===== src/rtl/voice_sched_pkg.sv =====
// voice_sched_pkg: shared sizes and sweep FSM encoding for the voice scheduler.
package voice_sched_pkg;
  localparam int NUM_CHANNELS = 16;
  localparam int NUM_BITS = 32;
  localparam int WIDTH = 18;
  localparam int NOTE_BITS = 7;
  localparam int WAVE_LAT = 2;
  localparam int CH_BITS = $clog2(NUM_CHANNELS);
  localparam int MIX_BITS = WIDTH + CH_BITS;
  localparam logic [NUM_CHANNELS-1:0] CH_ONE = NUM_CHANNELS'(1);
  typedef enum logic [1:0] {IDLE, SWEEP, DRAIN, DONE} state_e;
endpackage


===== src/rtl/voice_table.sv =====
// voice_table: per-channel note/tuning storage with retrigger, free-slot and oldest-voice search.
module voice_table
  import voice_sched_pkg::*;
(
  input  logic                    clk,
  input  logic                    rst,
  input  logic                    ev_accept,
  input  logic                    ev_on,
  input  logic [NOTE_BITS-1:0]    ev_note,
  input  logic [NUM_BITS-1:0]     ev_tw,
  input  logic [CH_BITS-1:0]      rd_ch,
  output logic [NUM_BITS-1:0]     rd_tw,
  output logic [NUM_CHANNELS-1:0] active,
  output logic [CH_BITS-1:0]      on_ch
);
  logic [NUM_CHANNELS-1:0] active_q, active_d;
  logic [NOTE_BITS-1:0] note_q [NUM_CHANNELS];
  logic [NOTE_BITS-1:0] note_d [NUM_CHANNELS];
  logic [NUM_BITS-1:0] tw_q [NUM_CHANNELS];
  logic [NUM_BITS-1:0] tw_d [NUM_CHANNELS];
  logic [CH_BITS-1:0] age_q [NUM_CHANNELS];
  logic [CH_BITS-1:0] age_d [NUM_CHANNELS];
  logic hit, free;
  logic [CH_BITS-1:0] hit_ch, free_ch, old_ch, old_age;
  // Scan high to low so the lowest index wins every search, including age ties.
  always_comb begin
    hit = 1'b0;
    free = 1'b0;
    hit_ch = '0;
    free_ch = '0;
    old_ch = '0;
    old_age = '0;
    for (int i = NUM_CHANNELS - 1; i >= 0; i--) begin
      if (active_q[i] && note_q[i] == ev_note) begin hit = 1'b1; hit_ch = CH_BITS'(i); end
      if (!active_q[i]) begin free = 1'b1; free_ch = CH_BITS'(i); end
      if (age_q[i] >= old_age) begin old_age = age_q[i]; old_ch = CH_BITS'(i); end
    end
    on_ch = hit ? hit_ch : free ? free_ch : old_ch;
  end
  always_comb begin
    active_d = active_q;
    note_d = note_q;
    tw_d = tw_q;
    age_d = age_q;
    if (ev_accept && ev_on) begin
      for (int i = 0; i < NUM_CHANNELS; i++)
        if (active_q[i] && age_q[i] != CH_BITS'(NUM_CHANNELS - 1)) age_d[i] = age_q[i] + 1'b1;
      active_d[on_ch] = 1'b1;
      note_d[on_ch] = ev_note;
      tw_d[on_ch] = ev_tw;
      age_d[on_ch] = '0;
    end else if (ev_accept && hit) active_d[hit_ch] = 1'b0;
  end
  always_ff @(posedge clk or negedge rst)
    if (!rst) begin
      active_q <= '0;
      for (int i = 0; i < NUM_CHANNELS; i++) begin
        note_q[i] <= '0;
        tw_q[i] <= '0;
        age_q[i] <= '0;
      end
    end else begin
      active_q <= active_d;
      note_q <= note_d;
      tw_q <= tw_d;
      age_q <= age_d;
    end
  assign rd_tw = tw_q[rd_ch];
  assign active = active_q;
endmodule


===== src/rtl/voice_sched.sv =====
// voice_sched: note event allocation, per-tick note_gen channel sweep and waveform mixing.
module voice_sched
  import voice_sched_pkg::*;
(
  input  logic                    clk,
  input  logic                    rst,
  input  logic                    sample_tick,
  input  logic                    ev_valid,
  output logic                    ev_ready,
  input  logic                    ev_on,
  input  logic [NOTE_BITS-1:0]    ev_note,
  input  logic [NUM_BITS-1:0]     ev_tw,
  output logic [NUM_CHANNELS-1:0] acc_en,
  output logic [NUM_CHANNELS-1:0] acc_clr,
  output logic [NUM_CHANNELS-1:0] curr_note,
  output logic [NUM_BITS-1:0]     tuning_word,
  input  logic [WIDTH-1:0]        wave_in,
  output logic [MIX_BITS-1:0]     mix_out,
  output logic                    mix_valid,
  output logic [NUM_CHANNELS-1:0] voices_active,
  output logic                    tick_overrun
);
  state_e state_q, state_d;
  logic [CH_BITS-1:0] ch_q, ch_d, on_ch;
  logic [MIX_BITS-1:0] acc_q, acc_d, mix_out_q, mix_out_d;
  logic mix_valid_q, mix_valid_d, overrun_q, overrun_d, accept;
  logic [WAVE_LAT-1:0] vld_q, vld_d, act_q, act_d;
  logic [NUM_CHANNELS-1:0] curr_note_q, curr_note_d, acc_en_q, acc_en_d, acc_clr_q, acc_clr_d;
  logic [NUM_BITS-1:0] tw_q, tw_d, rd_tw;
  assign ev_ready = state_q == IDLE && !sample_tick;
  assign accept = ev_valid && ev_ready;
  voice_table u_table (
    .clk(clk), .rst(rst), .ev_accept(accept), .ev_on(ev_on), .ev_note(ev_note), .ev_tw(ev_tw),
    .rd_ch(ch_d), .rd_tw(rd_tw), .active(voices_active), .on_ch(on_ch)
  );
  // ch_q doubles as the drain counter once the sweep is over.
  always_comb begin
    state_d = state_q;
    ch_d = ch_q;
    acc_d = acc_q;
    mix_out_d = mix_out_q;
    mix_valid_d = 1'b0;
    overrun_d = overrun_q | (sample_tick && state_q != IDLE);
    vld_d = (vld_q << 1) | WAVE_LAT'(|curr_note_q);
    act_d = (act_q << 1) | WAVE_LAT'(|acc_en_q);
    if (vld_q[WAVE_LAT-1] && act_q[WAVE_LAT-1]) acc_d = acc_q + {{CH_BITS{wave_in[WIDTH-1]}}, wave_in};
    case (state_q)
      IDLE: if (sample_tick) begin state_d = SWEEP; ch_d = '0; acc_d = '0; end
      SWEEP: begin
        state_d = ch_q == CH_BITS'(NUM_CHANNELS - 1) ? DRAIN : SWEEP;
        ch_d = ch_q == CH_BITS'(NUM_CHANNELS - 1) ? '0 : ch_q + 1'b1;
      end
      DRAIN: begin
        state_d = ch_q == CH_BITS'(WAVE_LAT - 1) ? DONE : DRAIN;
        ch_d = ch_q + 1'b1;
      end
      DONE: begin state_d = IDLE; mix_out_d = acc_q; mix_valid_d = 1'b1; end
      default: state_d = IDLE;
    endcase
    curr_note_d = state_d == SWEEP ? CH_ONE << ch_d : '0;
    acc_en_d = curr_note_d & voices_active;
    tw_d = state_d == SWEEP ? rd_tw : '0;
    acc_clr_d = accept && ev_on ? CH_ONE << on_ch : '0;
  end
  always_ff @(posedge clk or negedge rst)
    if (!rst) begin
      state_q <= IDLE;
      ch_q <= '0;
      acc_q <= '0;
      mix_out_q <= '0;
      mix_valid_q <= 1'b0;
      overrun_q <= 1'b0;
      vld_q <= '0;
      act_q <= '0;
      curr_note_q <= '0;
      acc_en_q <= '0;
      acc_clr_q <= '0;
      tw_q <= '0;
    end else begin
      state_q <= state_d;
      ch_q <= ch_d;
      acc_q <= acc_d;
      mix_out_q <= mix_out_d;
      mix_valid_q <= mix_valid_d;
      overrun_q <= overrun_d;
      vld_q <= vld_d;
      act_q <= act_d;
      curr_note_q <= curr_note_d;
      acc_en_q <= acc_en_d;
      acc_clr_q <= acc_clr_d;
      tw_q <= tw_d;
    end
  assign curr_note = curr_note_q;
  assign acc_en = acc_en_q;
  assign acc_clr = acc_clr_q;
  assign tuning_word = tw_q;
  assign mix_out = mix_out_q;
  assign mix_valid = mix_valid_q;
  assign tick_overrun = overrun_q;
endmodule


===== config.mk =====
export PLATFORM = sky130hd
export DESIGN_NAME = voice_sched
export DESIGN_NICKNAME = d
export VERILOG_FILES = /design/src/rtl/voice_sched_pkg.sv /design/src/rtl/voice_table.sv /design/src/rtl/voice_sched.sv
export SDC_FILE = /design/constraint.sdc
export NUM_CORES = 2
export LEC_CHECK = 0
export BUFFER_PORTS_ARGS = -buffer_cell sky130_fd_sc_hd__buf_2
export CAP_MARGIN = 5
export CORE_MARGIN = 2
export CORE_UTILIZATION = 60
export DETAILED_ROUTE_END_ITERATION = 10
export GPL_TIMING_DRIVEN = 1
export PLACE_DENSITY_LB_ADDON = 0.08
export SETUP_SLACK_MARGIN = 0.15
export SKIP_LAST_GASP = 1
export SYNTH_ARGS = -nofsm -noshare
export SYNTH_HDL_FRONTEND = slang
export SYNTH_HIERARCHICAL = 1
export SYNTH_SLANG_ARGS = --single-unit

===== constraint.sdc =====
create_clock -name clk -period 29.9 [get_ports clk]
set_input_delay 7.475 -clock clk [delete_from_list [all_inputs] [get_ports clk]]
set_output_delay 7.475 -clock clk [all_outputs]
set_load 0.01 [all_outputs]

==> results.sh <==
export IMPL_ant_nets=0
export IMPL_dr_total_vias=26000
export IMPL_place_gp_congestion=0.911
export IMPL_yosys_top_cells_count="dfrtp_1 (840), mux2_2 (547), mux4_2 (160)"
export IMPL_first_pass_iters=5
export IMPL_synth_cells=3099
export IMPL_num_rows=96
export IMPL_cp_max_fo=23
export IMPL_path_class="reg -> reg"
export IMPL_grt_pass1_vias=27200
export IMPL_layout_drive_gt1_share_pct=34.5
export IMPL_rsz0062_at_grt="false"
export IMPL_worstRegToRegCells=111
export IMPL_die_y_microns=266
export IMPL_min_path_cells=0
export IMPL_final_util_pct=67.1
export IMPL_cp_num_buf_inv=7
export IMPL_area_growth_pct=11.0
export IMPL_clk_pin_slew_ns=0.06
export IMPL_hp_class="reg -> reg"
export IMPL_fmax_mhz=35.7
export IMPL_core_area_sq_um=68300
export IMPL_min_period_ns=27.98
export IMPL_r2r_end="u_table/tw_q[37]"
export IMPL_min_delay_start="vld_q[0]"
export IMPL_cts_buffers=89
export IMPL_cpPeakStageDelay_ns=0.49
export IMPL_yosysWarnings=6
export IMPL_synth_simple_area_share_pct=7.49
export IMPL_dieArea_sq_um=71000
export IMPL_drc=0
export IMPL_cp_slowest_cell="a2111oi_2"
export IMPL_clock_latency_ns=0.65
export IMPL_vdd_drop_max_mv=0.0765
export IMPL_cpLargestDelayFamily="compound AO/OA/AOI/OAI gates"
export IMPL_hold_path_end="vld_q[1]"
export IMPL_fin_skew_ns=0.0250
export IMPL_grt_max_degree=196
export IMPL_avgViaCountPerCell=6.25
export IMPL_grt_ovfl_total=0
export IMPL_hold_slack_ns=0.349
export IMPL_antenna_found_initial=4
export IMPL_arrival_ns=28.50
export IMPL_setup_viol=0
export IMPL_synthXorXnorAreaFrac_pct=3.73
export IMPL_nets=3352
export IMPL_p_per_area_nw_per_um2=73.0
export IMPL_syn_num_nets=3239
export IMPL_synth_most_common_cell="dfrtp_1"
export IMPL_dieWidth_microns=266
export IMPL_setup_tns_ns=0
export IMPL_routedWlPerCell_microns=24.3
export IMPL_cts_htree_levels=3
export IMPL_hold_viol_final=0
export IMPL_cts_buffer_depth=3
export IMPL_synth_top_family_by_area="multiplexers"
export IMPL_yosys_area_top_type="dfrtp_1"
export IMPL_yosys_cell_types_count=97
export IMPL_syn_avg_cell_area_sq_um=13.3
export IMPL_synth_edf_count=0
export IMPL_synthMuxAreaShare_pct=27.5
export IMPL_crit_path_start_kind="flip-flop"
export IMPL_syn_area_sq_um=41300
export IMPL_r2r_start="u_table/age_q[2]"
export IMPL_grt_pass1_wl_microns=158000
export IMPL_worstMarginPinSlew_ns=1.11
export IMPL_async_flop_share_pct=100
export IMPL_hpwl_microns=61000
export IMPL_drt_iter0_drc=2012
export IMPL_port_buffer_count=182
export IMPL_fin_area_sq_um=45900
export IMPL_synthFlopType="dfrtp_1"
export IMPL_grt_use_total_pct=28.9
export IMPL_slew_limit_headroom_pct=26.1
export IMPL_synth_seq_cells=840
export IMPL_placed_cell_area_sq_um=42800
export IMPL_period_share_pct=93.6
export IMPL_cts_sinks=840
export IMPL_status="complete, no violations"
export IMPL_ios=183
export IMPL_cap_violations=0
export IMPL_synth_compound_area_share_pct=5.03
export IMPL_cts_root_buffer="clkbuf_16"
export IMPL_ys_seq_area_share_pct=50.9
export IMPL_finalWirelength_microns=101000
export IMPL_netlist_area_leader_share_pct=50.9
export IMPL_hold_buffers=0
export IMPL_cts_tree="built"
export IMPL_start_util_pct=60.5
export IMPL_synthTopCellsByArea="dfrtp_1 (51%), mux2_2 (15%), mux4_2 (8.7%)"
export IMPL_rrSetupSlack_ns=1.92
export IMPL_required_ns=30.42
export IMPL_cp_common_cell="ha_1"
export IMPL_critPathCaptureType="flip-flop"
export IMPL_p_leak_nw=22.1
export IMPL_finalMaxSlewViolations=0
export IMPL_synth_fa_ha_area_share_pct=2.50
logic make-up (layout without fill, tap and decap cells):
| family | after synthesis | count (layout) |
|---|---|---|
| AOI/OAI and AO/OA | 302 | 302 |
| adders and majority gates | 83 | 83 |
| muxes | 854 | 854 |
| DFF | 840 | 840 |
| other | 0 | 1 |
| xor gates and xnor gates | 176 | 176 |
| buffers and inverters | 268 | 448 |
| and+or+nand+nor | 576 | 577 |
layout make-up:
class / instances / area [sq um]
Multi-Input combinational cell: 1992 / 19200
Clock buffer: 128 / 2590
Clock inverter: 31 / 398
Fill cell: 4937 / 22500
Sequential cell: 840 / 21000
Tap cell: 882 / 1100
Inverter: 69 / 262
Timing Repair Buffer: 220 / 1250
Antenna cell: 1 / 2.50
flip-flops by register name, indices dropped and copies added, names as in the netlist, 2 cells and up:
name	flops
vld_q	2
mix_out	22
state_q	2
ch_q	4
act_q	2
u_table/tw_q	512
u_table/active	16
acc_en	16
acc_clr	16
curr_note	16
acc_q	22
u_table/note_q	112
tuning_word	32
u_table/age_q	64
per-stage QoR:
step	setup slack, ns	power (mW)	instances
4_1_cts	0.843	3.38	4160
2_1_floorplan	5.09	1.98	3099
5_1_grt	0.150	3.51	4162
3_5_place_dp	0.923	2.26	4001
6_report	1.92	3.35	4163
3_3_place_gp	1.75	2.24	4001
timing repair:
| action | CTS | global route |
|---|---|---|
| setup buffers | 0 | 1 |
| hold endpoints to repair | 0 | 0 |
| setup endpoints to repair | 0 | 715 |
| gates resized for setup | 0 | 8 |
layout by cell type, fill, tap and decap left out, types with 21 or more instances in the layout:
cell type,netlist,final
buf_2,52,181
nand4_1,60,60
xnor2_1,155,155
nand2b_1,34,34
o21ai_0,65,65
mux2_1,110,110
and2_1,84,84
nand2_1,123,122
ha_1,77,77
dfrtp_1,840,840
a31oi_1,30,30
xor2_1,21,21
buf_4,20,33
a21oi_1,64,62
mux2i_1,37,37
clkbuf_16,0,90
nor2_1,130,129
nand3_1,24,23
inv_1,64,64
nor2b_1,22,21
mux4_2,160,160
mux2_2,547,547
worst register-to-register path, delay by kind of cell (launching register included):
family	cells	cell delay, ns
muxes	13	4.99
and+or+nand+nor	34	6.09
adders and majority gates	18	5.10
buffers and inverters	7	1.30
AOI/OAI and AO/OA	39	9.87
DFF	1	0.46
report_power, final:
part	switching (mW)	total [mW]	leakage, nW	internal [mW]
logic	0.515	0.911	9.09	0.396
registers	0.0733	1.32	11.5	1.25
clock network	0.452	1.12	1.48	0.665
total	1.04	3.35	22.1	2.31
worst max-delay path by stage:
stage / from / cells after the start / to
3_3_place_gp: u_table/age_q[2] / 111 / u_table/tw_q[48]
3_5_place_dp: u_table/age_q[2] / 111 / u_table/tw_q[37]
4_1_cts: u_table/age_q[2] / 111 / u_table/tw_q[45]
5_1_grt: u_table/age_q[2] / 111 / u_table/tw_q[41]
6_report: u_table/age_q[2] / 111 / u_table/tw_q[37]
2_1_floorplan: u_table/age_q[2] / 112 / u_table/note_q[78]
routing by layer:
layer,part of all wire [%],track usage (%),vias up
met3,5.1,4.48,167
met2,48,47.9,669
met5,0.038,0,-
met1,44,40.0,13700
li1,-,-,11500
met4,2.5,8.46,6
(Power assumes the default switching activity.)
